===== src/rtl/aclk_keyscan.sv =====
// 3x4 keypad scanner with ghost rejection; key updates the clock after EVAL.
// Optional debounce filter enabled by defining KEYSCAN_DEBOUNCE_EN.
module aclk_keyscan #(
  parameter int DEBOUNCE_CNT = 4
) (
  input  logic       clock,
  input  logic       reset,
  input  logic       scan_tick,
  input  logic [3:0] row,
  output logic [2:0] col,
  output logic [3:0] key,
  output logic       key_valid
);

  localparam logic [3:0] NOKEY = 4'd10;

  if (DEBOUNCE_CNT < 1 || DEBOUNCE_CNT > 15) begin : g_bad_cnt
    $error("DEBOUNCE_CNT must be in 1..15");
  end

  typedef enum logic [1:0] {COL0, COL1, COL2, EVAL} state_t;

  state_t      state, state_nxt;
  logic [3:0]  row_s1, row_s2;
  logic [11:0] acc, acc_nxt;
  logic [2:0]  col_dec;
  logic [3:0]  hits, found, result;
  logic [3:0]  key_nxt;
  logic        key_valid_nxt;

  always_ff @(posedge clock or negedge reset) begin
    if (!reset) begin
      row_s1 <= 4'b1111;
      row_s2 <= 4'b1111;
    end else begin
      row_s1 <= row;
      row_s2 <= row_s1;
    end
  end

  always_ff @(posedge clock or negedge reset) begin
    if (!reset) begin
      state <= COL0;
      acc   <= '0;
    end else begin
      state <= state_nxt;
      acc   <= acc_nxt;
    end
  end

  // acc bit index is col*4+row; the EVAL->COL0 transition clears it
  always_comb begin
    state_nxt = state;
    acc_nxt   = acc;
    col_dec   = 3'b111;
    case (state)
      COL0: begin
        col_dec = 3'b110;
        if (scan_tick) begin
          acc_nxt[3:0] = ~row_s2;
          state_nxt    = COL1;
        end
      end
      COL1: begin
        col_dec = 3'b101;
        if (scan_tick) begin
          acc_nxt[7:4] = ~row_s2;
          state_nxt    = COL2;
        end
      end
      COL2: begin
        col_dec = 3'b011;
        if (scan_tick) begin
          acc_nxt[11:8] = ~row_s2;
          state_nxt     = EVAL;
        end
      end
      EVAL: begin
        acc_nxt   = '0;
        state_nxt = COL0;
      end
      default: state_nxt = COL0;
    endcase
  end

  assign col = reset ? col_dec : 3'b111;

  // '*' (row3/col0) and '#' (row3/col2) never count toward ghost rejection
  always_comb begin
    hits  = 4'd0;
    found = NOKEY;
    for (int c = 0; c < 3; c++) begin
      for (int r = 0; r < 4; r++) begin
        if (acc[c*4+r] && !(r == 3 && c != 1)) begin
          hits  = hits + 4'd1;
          found = (r == 3) ? 4'd0 : 4'(r*3 + c + 1);
        end
      end
    end
    result = (hits == 4'd1) ? found : NOKEY;
  end

`ifdef KEYSCAN_DEBOUNCE_EN
  localparam logic [3:0] DB = 4'(DEBOUNCE_CNT);

  logic [3:0] cand, cand_nxt, cnt, cnt_nxt;

  always_ff @(posedge clock or negedge reset) begin
    if (!reset) begin
      cand <= NOKEY;
      cnt  <= 4'd0;
    end else begin
      cand <= cand_nxt;
      cnt  <= cnt_nxt;
    end
  end

  always_comb begin
    cand_nxt = cand;
    cnt_nxt  = cnt;
    key_nxt  = key;
    if (state == EVAL) begin
      if (result == cand) begin
        cnt_nxt = (cnt < DB) ? cnt + 4'd1 : cnt;
      end else begin
        cand_nxt = result;
        cnt_nxt  = 4'd1;
      end
      if (cnt_nxt == DB) key_nxt = cand_nxt;
    end
  end
`else
  always_comb begin
    key_nxt = key;
    if (state == EVAL) key_nxt = result;
  end
`endif

  assign key_valid_nxt = (state == EVAL) && (key == NOKEY) && (key_nxt != NOKEY);

  always_ff @(posedge clock or negedge reset) begin
    if (!reset) begin
      key       <= NOKEY;
      key_valid <= 1'b0;
    end else begin
      key       <= key_nxt;
      key_valid <= key_valid_nxt;
    end
  end

endmodule


===== config.mk =====
export PLATFORM = sky130hd
export DESIGN_NAME = aclk_keyscan
export DESIGN_NICKNAME = d
export VERILOG_FILES = /design/src/rtl/aclk_keyscan.sv
export SDC_FILE = /design/constraint.sdc
export NUM_CORES = 1
export LEC_CHECK = 0
export BUFFER_PORTS_ARGS = -buffer_cell sky130_fd_sc_hd__buf_2
export CORE_ASPECT_RATIO = 1.2
export CORE_UTILIZATION = 35
export CTS_BUF_LIST = sky130_fd_sc_hd__clkbuf_4
export DETAILED_ROUTE_END_ITERATION = 10
export MAX_ROUTING_LAYER = met4
export PLACE_DENSITY = 0.61
export SLEW_MARGIN = 20
export SYNTH_ARGS = -nofsm -noshare
export SYNTH_HDL_FRONTEND = slang
export SYNTH_SLANG_ARGS = --single-unit

===== constraint.sdc =====
create_clock -name clock -period 15.5 [get_ports clock]
set_input_delay 2.325 -clock clock [delete_from_list [all_inputs] [get_ports clock]]
set_output_delay 2.325 -clock clock [all_outputs]
set_load 0.005 [all_outputs]

Word-level counts from Yosys, hierarchy flattened
Index checks and enable logic that the tools add are counted.
{"block": "classes", "n_addsub": 9, "n_eq_ne": 9, "n_mux": 32, "n_bitwise": 1, "n_reduce_logical": 10}
{"op": "$mux W4", "n": 21}
{"op": "$add A4 B1 Y4 const B", "n": 8}
{"op": "$pmux W3 S2", "n": 2}
{"op": "$pmux W3 S3", "n": 1}
{"op": "$mux W2", "n": 4}
{"op": "$pmux W2 S4", "n": 1}
{"op": "$pmux W4 S2", "n": 1}
{"op": "$ne A2 B2 Y1 const B", "n": 3}
{"op": "$reduce_and A2 Y1", "n": 3}
{"op": "$reduce_bool A2 Y1", "n": 3}
{"op": "$eq A2 B2 Y1 const B", "n": 2}
{"op": "$eq A4 B1 Y1 const B", "n": 1}
{"op": "$eq A4 B4 Y1 const B", "n": 1}
{"op": "$ne A4 B4 Y1 const B", "n": 1}
{"op": "$not A4 Y4", "n": 1}
{"op": "$mux W3", "n": 1}
{"op": "$reduce_and A3 Y1", "n": 1}
{"op": "$add A1 B1 Y2 const B", "n": 1}
{"op": "$eq A2 B1 Y1 const B", "n": 1}
{"op": "$logic_and A1 B1 Y1", "n": 2}
{"op": "$logic_not A2 Y1", "n": 1}
{"op": "$mux W1", "n": 1}
{"block": "word_totals", "register_bits": 25, "input_bits": 7}

Depth between registers and ports, before layout
Gate-level depths: netlist of the first run.
{"block": "depth", "ltp_word": 24, "mapped_depth": 31, "mapped_depth_nobuf": 31}

Least setup slack after synthesis of the first run
OpenSTA, ideal clock, no wires.
{"block": "synth_timing", "kind": "register to register", "startpoint": "reg acc[1]", "endpoint": "reg key_valid", "setup_ns": 0.111, "t_arrival_ns": 5.198, "required_time_ns": 15.389, "slack_ns": 10.191, "path_stages_with_launch": 30, "n_path_buf": 0, "period_less_slack_ns": 5.309, "path_cell_list": "dfrtp_1 > inv_1 > ha_1 > xor2_1 > ha_1 > nand2_1 > o31ai_1 > ha_1 > nor2b_1 > nor2_1 > ha_1 > nand2_1 > o21a_1 > or2_2 > inv_1 > ha_1 > nand2_1 > o21ai_0 > ha_1 > mux2i_1 > a21oi_1 > ha_1 > nand2_1 > nand2_1 > ha_1 > o22ai_2 > o21ai_2 > a211oi_1 > nand3_1 > a2111oi_2"}
{"block": "synth_via", "elab_chain_cells": 22}
{"element": "start: declaration", "line": "25", "source": "logic [11:0] acc, acc_nxt;"}
{"element": "start signal: assignment", "line": "47", "source": "acc <= acc_nxt;"}
{"element": "$mux W2", "line": "94", "source": "if (acc[c*4+r] && !(r == 3 && c != 1)) begin"}
{"element": "$add A4 B1 Y4", "line": "95", "source": "hits = hits + 4'd1;"}
{"element": "$mux W4", "line": "94"}
{"element": "$add A4 B1 Y4", "line": "95"}
{"element": "$mux W4", "line": "94"}
{"element": "$add A4 B1 Y4", "line": "95"}
{"element": "$mux W4", "line": "94"}
{"element": "$add A4 B1 Y4", "line": "95"}
{"element": "(+7 left out)"}
{"element": "$add A4 B1 Y4", "line": "95"}
{"element": "$mux W4", "line": "94"}
{"element": "$eq A4 B1 Y1", "line": "100", "source": "result = (hits == 4'd1) ? found : NOKEY;"}
{"element": "$mux W4 *", "line": "100"}
{"element": "$mux W4 *", "line": "135", "source": "if (state == EVAL) key_nxt = result;"}
{"element": "$ne A4 B4 Y1 *", "line": "139", "source": "assign key_valid_nxt = (state == EVAL) && (key == NOKEY) && (key_nxt != NOKEY);"}
{"element": "$logic_and A1 B1 Y1 *", "line": "139"}
{"element": "via key_valid_nxt", "line": "29", "source": "logic key_valid_nxt;"}
{"element": "end signal: assignment", "line": "147", "source": "key_valid <= key_valid_nxt;"}
{"element": "end: declaration", "line": "12", "source": "output logic key_valid"}
Mark *: on every way through the listed nets, which the timed path passes. The rest lies on a longest branch.
A chain may end at the register's enable or synchronous reset.

Worst setup path in the final report of the first run
Same ends and word-level chain as after synthesis.

==> results of run 1 <==
[registers in the layout (all words and copies together) (netlist names)]
signal / cells
acc: 10
key: 4
row_s1: 4
row_s2: 4
state: 2
key_valid: 1
[per-stage QoR]
stage	hold WS, ns	instances	cell area (sq um)	setup slack (ns)	util, %
after floorplan	0.345	219	2110	10.19	-
after global placement	0.346	303	2190	9.62	38.1
after detailed placement	0.349	303	2190	9.57	38.1
after CTS	0.367	307	2220	9.49	38.6
after global routing	0.368	307	2220	8.87	38.6
final	0.366	307	2220	9.45	38.6
[how the worst max path moves through the flow]
stage	endpoint	slack, ns	cells after the start
global placement	key_valid	9.62	30
global route	key_valid	8.87	30
CTS	key_valid	9.49	30
detailed placement	key_valid	9.57	30
finish	key_valid	9.45	30
floorplan	key_valid	10.19	29
[final cells by class]
| cell class | instances | area (sq um) |
|---|---|---|
| Multi-Input combinational cell | 171 | 1330 |
| Sequential cell | 25 | 638 |
| Tap cell | 80 | 100 |
| Clock buffer | 3 | 22.5 |
| Clock inverter | 1 | 5.00 |
| Fill cell | 588 | 3530 |
| Timing Repair Buffer | 14 | 70.1 |
| Inverter | 13 | 48.8 |
[routing by layer]
metal  global-route usage (%)  vias up  wire (um)
met1                     16.2      711       1890
met3                     1.16        4         65
met5                        -        -          0
met4                     3.92        0         36
li1                         -      799          -
met2                     24.2       23       1900
[cells in the mapped netlist (2+ instances only)]
library cell	instances
nand2_1	28
nor2_1	21
ha_1	17
dfrtp_1	15
inv_1	13
dfstp_2	10
o21ai_0	8
a22o_1	7
nand3_1	6
nor3_1	6
mux2i_1	5
xnor2_1	5
a21oi_1	4
buf_6	4
nor2b_1	4
buf_4	3
o31ai_1	3
xor2_1	3
xor3_2	3
nand3_2	2
nor3b_1	2
o21ai_1	2
o21bai_1	2
o22ai_2	2
o32a_1	2
or2_2	2
or3_1	2
[critical path: cells and delay by family, from the launching register on]
family	cells	cell delay [ns]
buffers and inverters	2	0.16
AOI/OAI and AO/OA	7	1.21
xor gates and xnor gates	1	0.20
adders and majority gates	8	2.35
muxes	2	0.40
and+or+nand+nor	10	1.14
DFF	1	0.44
[cells by family after synthesis]
group	count (synthesis)	synth area share, %
adder cells (fa/ha/maj)	17	10.1
AO/OA/AOI/OAI	53	20.6
XOR/XNOR	15	11.2
buffers and inverters	23	6.59
flip-flops	25	30.3
AND/OR/NAND/NOR	81	18.9
multiplexers	5	2.37
==> impl_results.md, run 1 <==
- CTS tree: done
- Syn Inst Count: 219
- Fin nets: 252
- Setup tns final: 0 ns
- End of the worst hold path: row_s2[1]
- Number of vias per cell: 5.01
- Critical path class: flip-flop to flip-flop
- Most common cell after layout, fill and taps aside: nand2_1
- Worst Tran Pin Value: 0.554 ns
- Num CTS Buffers: 3
- RR Startpoint: acc[1]
- Wire per inst: 12.7 um
- RSZ-0062 raised after global routing: false
- Most frequent cells in the layout: nand2_1 (28), nor2_1 (21), ha_1 (17), dfrtp_1 (15), buf_2 (14)
- CP Launch Type: flip-flop
- CTS Buffer Depth: 2
- Final Routed Wirelength: 3900 um
- Row cnt: 30
- EDFF count, synth: 0
- Ranking of synthesized cells by area: dfrtp_1 (18%), dfstp_2 (12%), ha_1 (10%), nand2_1 (5.0%), nor2_1 (3.7%)
- Clock Tree Root: clkbuf_4
- Crit end category: flip-flop
- Hold depth: 0
- Register area share after synthesis: between 30% and 40%
- Antenna viol nets, final: 0
- Largest net degree at the start of global routing: 29
- Max FO, Critical Path: 5
- Vias in the first global route: 1458
- Min cycle time layout: approximately 6.0 ns
- Share of cells above drive strength 1: a little over a fifth
- Mean Syn Cell Area: between 9 and 10 sq um
- Final hold viol count: 0
- Main synth FF type: dfrtp_1
- Crit path top cell by count: ha_1
- Worst setup startpoint: acc[1]
- Post-CTS setup buffer count: 0
- Post-synth ARST share: 100%
- Min-delay src: row_s1[1]
- First-pass GRT wire length: approximately 6600 um
- H-tree Lvls: 1
- IO Count: 15
- Die H: 87.0 um
- Share of the synthesized area in the top cell type: 17.8%
- MaxCap Viol Count: 0
- Cell taking the most area after synthesis: dfrtp_1
- CTS Hold Bufs: 0
- Initial antenna violation count: 0
- Layout area overhead: 5.10%
- Cts repair resizes: 0
- Fin. max-slew vios: 0
- Die area: 6340 sq um
- GRT overflow: 0
- Worst reg-to-reg path cell count: 30
- Synthesized area: 2110 sq um
- CP required: 15.71 ns
- Outcome: finished clean
- HP Class: flip-flop to flip-flop
- Crit-path max cell delay: 0.44 ns
- Gp weighted congestion: between 0.7 and 0.8
- Skew-Pair Late Insertion Delay: 0.31 ns
- Die X: 72.9 um
- # DRC: 0
- Drt pass-1 iters: 4
- Reg clk slew, reported paths: 0.13 ns
- CTS sink cnt: 25
- Core area: 5740 sq um
- Final worst-path cycle share: between 30 and 40%
- Iteration-0 DRC Markers: 42
- Ant. Diodes: 0
- Clock Skew: 0.00426 ns
- Port bufs: 14
- Post-detail-place hpwl: around 3000 um
- Max-slew headroom: between 60 and 70%
- Worst r2r dst: key_valid
- Total GRT Usage: between 10% and 20%
- Post-Syn Nets: 243
- Library cells used by synthesis: 65
- Synth Register Bits: 25
- Final setup viols: 0
- Crit path DAT: 6.26 ns
- YS warnings: 0
- R2R Setup Slk: between 9 and 10 ns
- Via count: 1537
- Maximum clock frequency: about 170 MHz
- Initial Utilization: 36.7%
- CP max stage cell: dfrtp_1
Power of run 1 is left out: the tool's default activity adds up to more than one toggle a clock period on the data nets, which glitch-free logic cannot reach.
==> inputs of run 2 (changes only) <==
- PLACE_DENSITY: 0.61 -> 0.63
- clock period: 15.5 -> 5.48 ns (I/O delays scaled with it)
==> impl_results.md, run 2 (same netlist as run 1, synthesis figures left out) <==
- Fillers: 535
- Min cycle time layout: between 5 and 6 ns
- Final worst-path cycle share: a little over nine tenths
- Ant. Diodes: 0
- Vias in the first global route: between 1500 and 2000
- Num CTS Buffers: 3
- Share of cells above drive strength 1: between 30% and 40%
- Largest register FFs: 10
- Post-detail-place hpwl: 3060 um
- Fin. max-slew vios: 0
- CP max stage cell: dfrtp_1
- Port bufs: 14
- Setup WS pre-CTS: -0.136 ns
- Register Area: roughly 640 sq um
- Drt pass-1 iters: 4
- CTS Buffer Depth: 2
- Reg clk slew, reported paths: 0.14 ns
- Via count: 1655
- Final Util: around 44%
- Skew-Pair Late Insertion Delay: 0.31 ns
- Antenna viol nets, final: 0
- Setup tns final: 0 ns
- Clock Skew: roughly 0.013 ns
- Most common cell after layout, fill and taps aside: buf_4
- Row cnt: 30
- # DRC: 0
- Critical path class: flip-flop to flip-flop
- Layout area overhead: 20.9%
- IO Count: 15
- Max FO, Critical Path: 4
- RSZ-0062 raised after global routing: true
- Total GRT Usage: 14.3%
- Crit end category: flip-flop
- Final setup viols: 0
- Fin nets: 280
- Outcome: finished clean
- Most frequent cells in the layout: buf_4 (28), nand2_1 (24), nor2_1 (18), dfrtp_1 (14), buf_2 (14)
- GRT overflow: 0
- Top reg by flops: acc
- Final hold viol count: 0
- MaxCap Viol Count: 0
- CTS Hold Bufs: 0
- CP required: 5.69 ns
- Max-slew headroom: 62.6%
- Maximum clock frequency: 185 MHz
- Number of vias per cell: between 4 and 5
- Wire per inst: 12.6 um
- Die H: 87.0 um
- CTS sink cnt: 25
- CP Launch Type: flip-flop
- Clock Tree Root: clkbuf_4
- HP Class: flip-flop to flip-flop
- Initial antenna violation count: 0
- First-pass GRT wire length: 7040 um
- Gp weighted congestion: around 0.84
- Core area: approximately 5700 sq um
- Iteration-0 DRC Markers: 74
- Fin worst setup slack: 0.0643 ns
- Worst Tran Pin Value: 0.561 ns
- Crit-path max cell delay: 0.44 ns
- H-tree Lvls: 1
- Largest net degree at the start of global routing: 29
- Die X: around 73 um
- CTS tree: done
- Multi-input gate area: ~1500 sq um
- Initial Utilization: a little under two fifths
- Crit path DAT: around 5.6 ns
- Final Routed Wirelength: between 4000 and 5000 um
- Die area: between 6000 and 7000 sq um
-- run 2: changes by cell type in the layout (fill, tap and decap cells not counted), moves of 4 or more --
cell	previous run	this run
buf_4	0	28
ha_1	17	12
ha_4	0	4
nand2_1	28	24
nand2_2	0	4
-- run 2: area by class of cell --
type                    count  area share [%]
clock inverters             1           0.295
flip-flops and latches     25            25.1
inverters                  13            1.91
multi-input cells         171            56.9
clock buffers               3           0.884
repair buffers             42            11.0
well taps                  80            3.93
-- run 2: metrics by stage --
| step | std cells | area (sq um) | hold slack, ns |
|---|---|---|---|
| after floorplan | 219 | 2110 | 0.345 |
| after global placement | 317 | 2290 | 0.346 |
| after detailed placement | 317 | 2290 | 0.347 |
| after CTS | 329 | 2410 | 0.368 |
| after global routing | 335 | 2550 | 0.369 |
| final | 335 | 2550 | 0.366 |
-- run 2: worst max-delay path: cells and delay by family, from the launching register on --
family                     cells  cell delay (ns)
adders and majority gates      8             2.05
AOI/OAI and AO/OA              7             1.11
and+or+nand+nor                9             0.94
DFF                            1             0.44
muxes                          2             0.30
buffers and inverters          3             0.27
xor gates and xnor gates       1             0.18
-- run 2: per-layer routing --
layer	part of all wire (%)	global-route usage, %	vias to the layer above
met3	1.5	1.04	4
met5	0	-	-
met2	52	26.2	19
met4	0.88	2.67	0
met1	46	17.2	772
li1	-	-	860
-- run 2: path summary, 6_finish.rpt --
kind	start	endpoint	slack (ns)	cells after the start
min in group asynchronous	reset	state[1]	0.47	1
setup / recovery	acc[1]	key_valid	0.06	30
setup reg to reg	acc[1]	key_valid	0.06	30
hold / removal	row_s1[3]	row_s2[3]	0.37	0
hold reg to reg	row_s1[3]	row_s2[3]	0.37	0
max in group asynchronous	reset	acc[2]	4.61	1
-- run 2: repair_timing --
item / 4_1_cts / 5_1_grt
setup buffers: 8 / 6
pin swaps: 2 / 15
endpoints found under the setup margin: 3 / 5
hold endpoints to repair: 0 / 0
gates cloned: 0 / 0
resized for setup: 7 / 22
Power of run 2 is left out for the same reason.
